[config.mk]
export PLATFORM = sky130hd
export DESIGN_NAME = pe_feeder
export DESIGN_NICKNAME = d
export VERILOG_FILES = /design/src/rtl/pe_pkg.sv /design/src/rtl/pe_feeder.sv
export SDC_FILE = /design/constraint.sdc
export NUM_CORES = 1
export LEC_CHECK = 0
export ABC_AREA = 1
export CAP_MARGIN = 20
export CORE_MARGIN = 2
export CORE_UTILIZATION = 50
export DETAILED_ROUTE_END_ITERATION = 7
export PLACE_DENSITY = 0.75
export SLEW_MARGIN = 20
export SYNTH_ARGS = -nofsm -noshare
export SYNTH_HDL_FRONTEND = slang
export SYNTH_SLANG_ARGS = --single-unit
[constraint.sdc]
create_clock -name clk_i -period 5.7 [get_ports clk_i]
set_input_delay 1.14 -clock clk_i [delete_from_list [all_inputs] [get_ports clk_i]]
set_output_delay 1.14 -clock clk_i [all_outputs]
set_load 0.05 [all_outputs]
[src/rtl/pe_pkg.sv]
// Shared definitions for the PE array feeder: FSM states, read tags and the
// byte-to-fixed-point conversions used on the weight and ifmap buses.
package pe_pkg;

  localparam int BUF_DATA_WIDTH = 8;
  localparam int TOP_BITS       = 2;
  localparam int BOT_BITS       = 14;
  localparam int DATA_WIDTH     = TOP_BITS + BOT_BITS;
  localparam int WEIGHT_SHIFT   = BOT_BITS - BUF_DATA_WIDTH + 1;
  localparam int IFMAP_SHIFT    = BOT_BITS - BUF_DATA_WIDTH;

  typedef enum logic [2:0] {
    ST_IDLE,
    ST_WCLR,
    ST_WLOAD,
    ST_ILOAD,
    ST_DONE
  } feeder_state_t;

  typedef enum logic [1:0] {
    TAG_NONE,
    TAG_WEIGHT,
    TAG_IFMAP
  } rd_tag_t;

  // Weight byte is a signed Q1.7 value aligned onto the array's fraction point.
  function automatic logic [DATA_WIDTH-1:0] to_weight_fx(input logic [BUF_DATA_WIDTH-1:0] b);
    logic [DATA_WIDTH-1:0] ext;
    ext = {{(DATA_WIDTH-BUF_DATA_WIDTH){b[BUF_DATA_WIDTH-1]}}, b};
    return ext << WEIGHT_SHIFT;
  endfunction

  // Ifmap byte is an unsigned fraction (byte/256).
  function automatic logic [DATA_WIDTH-1:0] to_ifmap_fx(input logic [BUF_DATA_WIDTH-1:0] b);
    logic [DATA_WIDTH-1:0] ext;
    ext = {{(DATA_WIDTH-BUF_DATA_WIDTH){1'b0}}, b};
    return ext << IFMAP_SHIFT;
  endfunction

endpackage

[src/rtl/pe_feeder.sv]
// Streams one kernel row of weights and a full ifmap from the global buffer
// into the leftmost PE of a row, converting bytes to array fixed-point.
module pe_feeder
  import pe_pkg::*;
#(
  parameter int G_BUF_ADDR_WIDTH = 10,
  parameter int G_BUF_DATA_WIDTH = BUF_DATA_WIDTH,
  parameter int G_TOP_BITS       = TOP_BITS,
  parameter int G_BOT_BITS       = BOT_BITS,
  parameter int G_KERNEL_SIZE    = 5,
  parameter int G_IMAGE_HEIGHT   = 28,
  parameter int G_IMAGE_WIDTH    = 28
) (
  input  logic                                clk_i,
  input  logic                                rst_i,
  input  logic                                start_i,
  input  logic                                hold_i,
  input  logic [$clog2(G_KERNEL_SIZE)-1:0]    kernel_row_i,
  input  logic [G_BUF_ADDR_WIDTH-1:0]         weight_base_i,
  input  logic [G_BUF_ADDR_WIDTH-1:0]         ifmap_base_i,
  output logic                                buf_rd_en_o,
  output logic [G_BUF_ADDR_WIDTH-1:0]         buf_addr_o,
  input  logic [G_BUF_DATA_WIDTH-1:0]         buf_rd_data_i,
  output logic                                weight_clr_o,
  output logic                                weight_vld_o,
  output logic [G_TOP_BITS+G_BOT_BITS-1:0]    weight_o,
  output logic                                ifmap_vld_o,
  output logic                                ifmap_row_o,
  output logic [G_TOP_BITS+G_BOT_BITS-1:0]    ifmap_o,
  output logic                                busy_o,
  output logic                                done_o
);

  localparam int AW  = G_BUF_ADDR_WIDTH;
  localparam int DW  = G_TOP_BITS + G_BOT_BITS;
  localparam int KCW = $clog2(G_KERNEL_SIZE + 1);
  localparam int XW  = (G_IMAGE_WIDTH  > 1) ? $clog2(G_IMAGE_WIDTH)  : 1;
  localparam int YW  = (G_IMAGE_HEIGHT > 1) ? $clog2(G_IMAGE_HEIGHT) : 1;

  localparam logic [KCW-1:0] K_COUNT  = KCW'(G_KERNEL_SIZE);
  localparam logic [AW-1:0]  K_STRIDE = AW'(G_KERNEL_SIZE);
  localparam logic [XW-1:0]  X_LAST   = XW'(G_IMAGE_WIDTH - 1);
  localparam logic [YW-1:0]  Y_LAST   = YW'(G_IMAGE_HEIGHT - 1);

  feeder_state_t       state_q;
  logic [AW-1:0]       w_start_q, i_base_q, addr_q;
  logic [KCW-1:0]      k_q;
  logic [XW-1:0]       x_q;
  logic [YW-1:0]       y_q;
  logic                drain_q;
  logic                rd_en_q, row_q, row_out_q;
  rd_tag_t             kind_q, tag_q;
  logic                busy_q, done_q, clr_q;
  logic [DW-1:0]       weight_hold_q, ifmap_hold_q;
  logic                last_pixel;

  assign last_pixel = (x_q == X_LAST) && (y_q == Y_LAST);

  always_ff @(posedge clk_i or posedge rst_i) begin
    if (rst_i) begin
      state_q       <= ST_IDLE;
      w_start_q     <= '0;
      i_base_q      <= '0;
      addr_q        <= '0;
      k_q           <= '0;
      x_q           <= '0;
      y_q           <= '0;
      drain_q       <= 1'b0;
      rd_en_q       <= 1'b0;
      row_q         <= 1'b0;
      row_out_q     <= 1'b0;
      kind_q        <= TAG_NONE;
      tag_q         <= TAG_NONE;
      busy_q        <= 1'b0;
      done_q        <= 1'b0;
      clr_q         <= 1'b0;
      // NOTE: the held output words are reset too, so every data bus reads 0 out of reset.
      weight_hold_q <= '0;
      ifmap_hold_q  <= '0;
    end else begin
      // NOTE: non-blocking throughout so each branch below sees pre-edge register values.
      clr_q  <= 1'b0;
      done_q <= 1'b0;
      tag_q  <= rd_en_q ? kind_q : TAG_NONE;
      if (rd_en_q && kind_q == TAG_IFMAP) row_out_q <= row_q;
      if (tag_q == TAG_WEIGHT) weight_hold_q <= to_weight_fx(buf_rd_data_i);
      if (tag_q == TAG_IFMAP)  ifmap_hold_q  <= to_ifmap_fx(buf_rd_data_i);

      case (state_q)
        ST_IDLE: begin
          if (start_i) begin
            state_q   <= ST_WCLR;
            busy_q    <= 1'b1;
            clr_q     <= 1'b1;
            w_start_q <= weight_base_i + AW'(kernel_row_i) * K_STRIDE;
            i_base_q  <= ifmap_base_i;
          end
        end
        ST_WCLR: begin
          state_q <= ST_WLOAD;
          rd_en_q <= 1'b1;
          addr_q  <= w_start_q;
          kind_q  <= TAG_WEIGHT;
          k_q     <= KCW'(1);
        end
        // k_q counts weight reads already scheduled; rd_en_q issues them a cycle later.
        ST_WLOAD: begin
          if (hold_i) begin
            rd_en_q <= 1'b0;
          end else if (k_q != K_COUNT) begin
            rd_en_q <= 1'b1;
            addr_q  <= addr_q + 1'b1;
            k_q     <= k_q + 1'b1;
          end else begin
            state_q <= ST_ILOAD;
            rd_en_q <= 1'b1;
            addr_q  <= i_base_q;
            kind_q  <= TAG_IFMAP;
            row_q   <= 1'b1;
            x_q     <= '0;
            y_q     <= '0;
          end
        end
        ST_ILOAD: begin
          if (hold_i) begin
            rd_en_q <= 1'b0;
          end else if (!last_pixel) begin
            rd_en_q <= 1'b1;
            addr_q  <= addr_q + 1'b1;
            if (x_q == X_LAST) begin
              x_q   <= '0;
              y_q   <= y_q + 1'b1;
              row_q <= y_q[0];
            end else begin
              x_q <= x_q + 1'b1;
            end
          end else if (!drain_q) begin
            rd_en_q <= 1'b0;
            drain_q <= 1'b1;
          end else begin
            drain_q <= 1'b0;
            state_q <= ST_DONE;
            done_q  <= 1'b1;
          end
        end
        ST_DONE: begin
          state_q <= ST_IDLE;
          busy_q  <= 1'b0;
          k_q     <= '0;
          x_q     <= '0;
          y_q     <= '0;
        end
        default: state_q <= ST_IDLE;
      endcase
    end
  end

  // Read data arrives the cycle after the strobe, so data outputs bypass the
  // hold register while the matching tag is live.
  assign weight_vld_o = (tag_q == TAG_WEIGHT);
  assign ifmap_vld_o  = (tag_q == TAG_IFMAP);
  assign weight_o     = weight_vld_o ? to_weight_fx(buf_rd_data_i) : weight_hold_q;
  assign ifmap_o      = ifmap_vld_o  ? to_ifmap_fx(buf_rd_data_i)  : ifmap_hold_q;
  assign ifmap_row_o  = row_out_q;
  assign buf_rd_en_o  = rd_en_q;
  assign buf_addr_o   = addr_q;
  assign weight_clr_o = clr_q;
  assign busy_o       = busy_q;
  assign done_o       = done_q;

endmodule
==> results.tsv, run 1 <==
metric	value	unit
CTS resizes	0	
Rows	34	
Synth Flop Type	dfrtp_1	
register area share after synthesis	0.4887	
Final ANT Viol Nets	0	
Max-slew headroom	0.4741	
worst hold start	kind_q[0]	
Die X	99.47	µm
final setup violation count	0	
initial antenna violation count	0	
max frequency	252.0	MHz
routed length per instance	12.43	µm
vias	3922	
leakage dissipation	2.866	nW
drt total wl	9.634	mm
clock buffer depth	2	
HPWL Detailed	7.167	mm
CP required	4560	ps
syn_nets	629	
cell family with the largest share of critical-path delay	buffers and inverters	
DR pass1 iterations	4	
largest net degree at the start of global routing	58	
CP max stage delay	850	ps
Worst Hold End	tag_q[0]	
CP startpoint kind	register	
CTS buffer count	9	
Netlist cell types	37	
vias in the first global route	3904	
Fin Setup TNS	0	ps
crit-path cells	nor2_1 > inv_1 > o21ai_0 > clkdlybuf4s50_1	
Detailed Route Iter0 Violations	153	
Fin. Hold Viols	0	
#FFs+latches synth	89	
VDD IR-drop max	0.2141	mV
port bufs	83	
Worst Skew	11.41	ps
cells on worst reg2reg path	5	
MaxCap Viol Count	0	
postcts setup bufs	0	
WP buf/inv	2	
status	completed	
H-tree depth	3	
clock-pin slew on the worst setup and hold paths	90	ps
pre-CTS setup slack	1817	ps
Area contributors post-synth	dfrtp_1 (49%), nand2_1 (17%), inv_1 (5.7%)	
core area	8763	µm²
multi-input logic area	1994	µm²
Post-CTS Hold Buffers	0	
RR Startpoint	state_q[0]	
syn avg cell area	7.898	µm²
reg2reg end	w_start_q[0]	
GRT overflow	0	
Worst Hold Class	register to register	
CP max-delay cell	clkdlybuf4s50_1	
mapped cell area	4557	µm²
hold depth	2	
post-synthesis cell count	577	
first-pass GRT wire length	17.24	mm
WP data arrival	2830	ps
Synth Warn #	0	
final worst-path cycle share	0.6962	
critical-path maximum fanout	15	
CTS tree	yes	
die area	9893	µm²
Clock Latency Late Sink	350	ps
gr usage total	0.2136	
ratio of cells with drive above 1 in the final layout	0.05697	
fin crit period	3968	ps
Reg2Reg Setup Slack	3660	ps
CP Capture Type	primary output	
FFs w/ async S/R, synth	1.000	
Boundary Pins	84	
list of most frequent post-synthesis cells	nand2_1 (208), dfrtp_1 (89), inv_1 (69), nor2_1 (56), o21ai_0 (29)	
critical path type	register to primary output	
most frequent cell after synthesis	nand2_1	
clk root buf	clkbuf_8	
residual DRC count	0	
Yosys top cell area share	0.4887	
Final Slew Violations	0	
RD Place Congestion	0.8756	
Nets	715	
worst slew pin tran	786.0	ps
Vias/cell	5.061	
PD cells	449.3	nW/µm²
unrepaired setup endpoints after global routing	no	
Post-synth EDFFs	0	
area leader, netlist	dfrtp_1	
Die H	99.47	µm
register area	2227	µm²
Initial Utilization	0.5200	
area grow syn2layout	25.29	%
TritonCTS Sinks	89	
setup ws final	1732	ps
FILL cells	761	
Diodes inserted	0	
[sequential cells by signal, summed over array words and instances (netlist names)]
signal / count
drain_q: 1
buf_rd_en_o: 1
state_q: 3
weight_hold_q: 16
ifmap_hold_q: 16
ifmap_row_o: 1
buf_addr_o: 10
x_q: 5
y_q: 5
kind_q: 2
done_o: 1
k_q: 3
weight_clr_o: 1
tag_q: 2
busy_o: 1
i_base_q: 10
row_q: 1
w_start_q: 10
[final cells by class]
class	instances	area share
Sequential cell	89	0.3901
Multi-Input combinational cell	404	0.3493
Timing Repair Buffer	85	0.1503
Inverter	74	0.04887
Tap cell	108	0.02367
Clock buffer	9	0.02170
Clock inverter	6	0.01600
[stage by stage]
step           total power [W]    util  std cells  instance area (µm²)  hold WS [ps]
2_1_floorplan         0.001749       -        577                 4557         436.1
3_3_place_gp          0.002080  0.6246        759                 5474         447.6
5_1_grt               0.002739  0.6515        775                 5709         501.3
4_1_cts               0.002580  0.6492        774                 5689         474.0
6_report              0.002565  0.6515        775                 5709         474.0
3_5_place_dp          0.002110  0.6246        759                 5474         452.0
[cells by family (layout without fill, tap and decap cells)]
kind of cell / Yosys count / in the layout / synth area share
simple gates: 325 / 325 / 0.3083
fa+ha+maj: 17 / 17 / 0.04997
buf+inv: 84 / 174 / 0.07359
xor+xnor: 7 / 7 / 0.01345
flops: 89 / 89 / 0.4887
compound gates: 55 / 55 / 0.06590
[tightest hold or removal path, delay by kind of cell (launching register included)]
kind	cells	cell delay [ps]
DFF	1	350
buffers and inverters	1	40
and+or+nand+nor	1	50
[layer usage]
| metal | GRT usage | vias up | wire (µm) | share of wire |
|---|---|---|---|---|
| li1 | - | 1980 | - | - |
| met1 | 0.2811 | 1825 | 4587 | 0.48 |
| met2 | 0.3612 | 106 | 4420 | 0.46 |
| met3 | 0.04357 | 11 | 499 | 0.052 |
| met4 | 0.05901 | 0 | 126 | 0.013 |
| met5 | 0 | - | 0 | 0 |
[how the worst max path moves through the flow]
stage	startpoint	endpoint	slack, ps	depth (start not counted)
after global routing	tag_q[0]	ifmap_o[12]	1410	4
after detailed placement	buf_rd_data_i[0]	weight_o[7]	1820	4
after global placement	buf_rd_data_i[4]	weight_o[11]	1830	4
after CTS	tag_q[0]	ifmap_o[12]	1660	4
final	tag_q[0]	ifmap_o[11]	1730	4
after floorplan	rst_i	buf_addr_o[0]	2250	1
[cells in the final DEF, fill, tap and decap left out, types with 9 or more instances in the layout]
cell / instances
a21oi_1: 12
clkbuf_8: 9
clkdlybuf4s50_1: 83
dfrtp_1: 89
ha_1: 15
inv_1: 68
nand2_1: 208
nand3_1: 24
nand4_1: 11
nor2_1: 56
o21ai_0: 29
[report_power, final]
part	switching, W	total (W)	internal [W]
Clock	0.000218	0.000464	0.000246
Sequential	0.000127	0.000930	0.000802
Combinational	0.000782	0.00117	0.000389
Total	0.00113	0.00257	0.00144
No activity file was read; power rests on OpenSTA's default activity.
==> run 2, diff against run 1 <==
- CORE_UTILIZATION: 50 -> 48
- clock period: 5.7 -> 3.6 ns (I/O delays scaled with it)
==> results.tsv, run 2 (synthesis results as in run 1) <==
metric	value	unit	change
status	completed		unchanged
Cell Area, Placed	5528	µm²	was 5474 µm²
vias	3962		was 3,922
WP data arrival	2440	ps	was 2830 ps
Post-CTS Hold Buffers	0		unchanged
Nets	716		was 715
CTS resizes	0		unchanged
Rows	35		was 34
leakage dissipation	2.871	nW	was 2.866 nW
most frequent cells in the layout	nand2_1 (208), dfrtp_1 (89), clkdlybuf4s50_1 (83)		unchanged
Worst Hold Class	register to register		unchanged
Fin Setup TNS	0	ps	unchanged
postcts setup bufs	0		unchanged
final worst-path cycle share	0.8788		
gr usage total	0.2028		was 0.2136
Initial Utilization	0.4932		was 0.5200
placed cell count	782		was 759
core area	9240	µm²	was 8763 µm²
CP max stage delay	870	ps	was 850 ps
Metal-1 WL	4.445	mm	was 4.587 mm
Largest regs	ifmap_hold_q x16, weight_hold_q x16		unchanged
Worst Skew	9.344	ps	was 11.41 ps
worst slew pin tran	726.8	ps	was 786.0 ps
FILL cells	805		was 761
Boundary Pins	84		unchanged
metal3 WL	585	µm	was 499 µm
Detailed Route Iter0 Violations	219		was 153
clk root buf	clkbuf_8		unchanged
clock-pin slew on the worst setup and hold paths	90	ps	about the same
worst hold start	kind_q[0]		unchanged
port bufs	83		unchanged
reg2reg end	w_start_q[7]		was w_start_q[0]
Vias/cell	4.965		was 5.061
CP startpoint kind	register		unchanged
most common cell after layout, fill and taps aside	nand2_1		unchanged
MaxCap Viol Count	0		unchanged
hold_ws	460.4	ps	was 474.0 ps
Diodes inserted	0		unchanged
TritonCTS Sinks	89		unchanged
RD Place Congestion	0.8902		was 0.8756
CTS buffer count	9		unchanged
critical path type	register to primary output		unchanged
routed length per instance	12.31	µm	was 12.43 µm
PD cells	703.5	nW/µm²	was 449.3 nW/µm²
RR Startpoint	state_q[0]		unchanged
Clock Latency Late Sink	360	ps	was 350 ps
final setup violation count	0		unchanged
clock buffer depth	2		unchanged
cells on worst reg2reg path	5		unchanged
critical-path maximum fanout	15		unchanged
unrepaired setup endpoints after global routing	no		unchanged
hold depth	2		unchanged
Finished Cell Area	5728	µm²	was 5709 µm²
Die X	101.4	µm	was 99.47 µm
area grow syn2layout	25.70	%	was 25.29%
VDD IR-drop max	0.3358	mV	was 0.2141 mV
Reg2Reg Setup Slack	1580	ps	was 3660 ps
vias in the first global route	3764		was 3,904
GRT overflow	0		unchanged
crit-path cells	nor2_1 > buf_4 > inv_1 > o21ai_0 > clkdlybuf4s50_1		was nor2_1 > inv_1 > o21ai_0 > clkdlybuf4s50_1
Die H	101.4	µm	was 99.47 µm
routed length on met2	4.694	mm	was 4.420 mm
Final ANT Viol Nets	0		unchanged
initial antenna violation count	0		unchanged
CP max-delay cell	clkdlybuf4s50_1		unchanged
Finished Layout Cells	798		was 775
drt total wl	9.822	mm	was 9.634 mm
ratio of cells with drive above 1 in the final layout	0.05830		was 0.05697
residual DRC count	0		unchanged
CP required	2880	ps	was 4560 ps
first-pass GRT wire length	16.62	mm	was 17.24 mm
fin crit period	3164	ps	
WP buf/inv	3		was 2
H-tree depth	3		unchanged
cell family with the largest share of critical-path delay	buffers and inverters		unchanged
die area	10290	µm²	was 9893 µm²
largest net degree at the start of global routing	56		was 58
Final Slew Violations	0		unchanged
CTS tree	yes		unchanged
max frequency	316.1	MHz	
HPWL Detailed	7.269	mm	was 7.167 mm
Worst Hold End	tag_q[0]		unchanged
Fin. Hold Viols	0		unchanged
Max-slew headroom	0.5137		was 0.4741
DR pass1 iterations	5		was 4
max layer used	met4		unchanged
CP Capture Type	primary output		unchanged
run 2: changes by cell type in the layout (fill, tap and decap cells not counted), sizes merged:
cell / change
buf: +1
inv: +2
clkinv: +1
clkbuf: +1
bufinv: -1
clkinvlp: -2
run 2: worst max path at each step:
stage	end	startpoint	cells past startpoint	slack, ps
4_1_cts	ifmap_o[10]	tag_q[0]	5	390
3_5_place_dp	ifmap_o[10]	buf_rd_data_i[4]	4	500
5_1_grt	ifmap_o[9]	tag_q[0]	5	270
3_3_place_gp	weight_o[11]	buf_rd_data_i[4]	4	580
6_report	ifmap_o[9]	tag_q[0]	5	440
2_1_floorplan	buf_addr_o[0]	rst_i	1	570
run 2: stage by stage:
step	worst slack [ps]	power, W	util
after floorplan	573.1	0.002769	-
after global placement	576.9	0.003308	0.5982
after detailed placement	500.6	0.003360	0.5982
after CTS	390.8	0.004064	0.6199
after global routing	273.3	0.004307	0.6199
final	436.2	0.004030	0.6199
run 2: report_power, final:
| group | switching [W] | internal, W |
|---|---|---|
| clock | 0.000363 | 0.000330 |
| sequential | 0.000200 | 0.00127 |
| combinational | 0.00124 | 0.000624 |
run 2: routing by layer:
metal,GRT usage,vias up
li1,-,1984
met1,0.2554,1841
met2,0.3459,127
met3,0.04900,10
met4,0.06445,0
met5,0,-
run 2: worst register-to-register path: cells and delay by family, from the launching register on:
kind / cells / cell delay, ps
AND/OR/NAND/NOR: 4 / 840
buffers and inverters: 1 / 600
flip-flops: 1 / 470
run 2: area by class of cell:
class	instances	area, µm²	area share
Sequential cell	89	2227	0.3888
Multi-Input combinational cell	404	1994	0.3482
Timing Repair Buffer	86	865.8	0.1512
Inverter	74	279.0	0.04871
Tap cell	129	161.4	0.02818
Clock buffer	10	127.6	0.02228
Clock inverter	6	72.57	0.01267
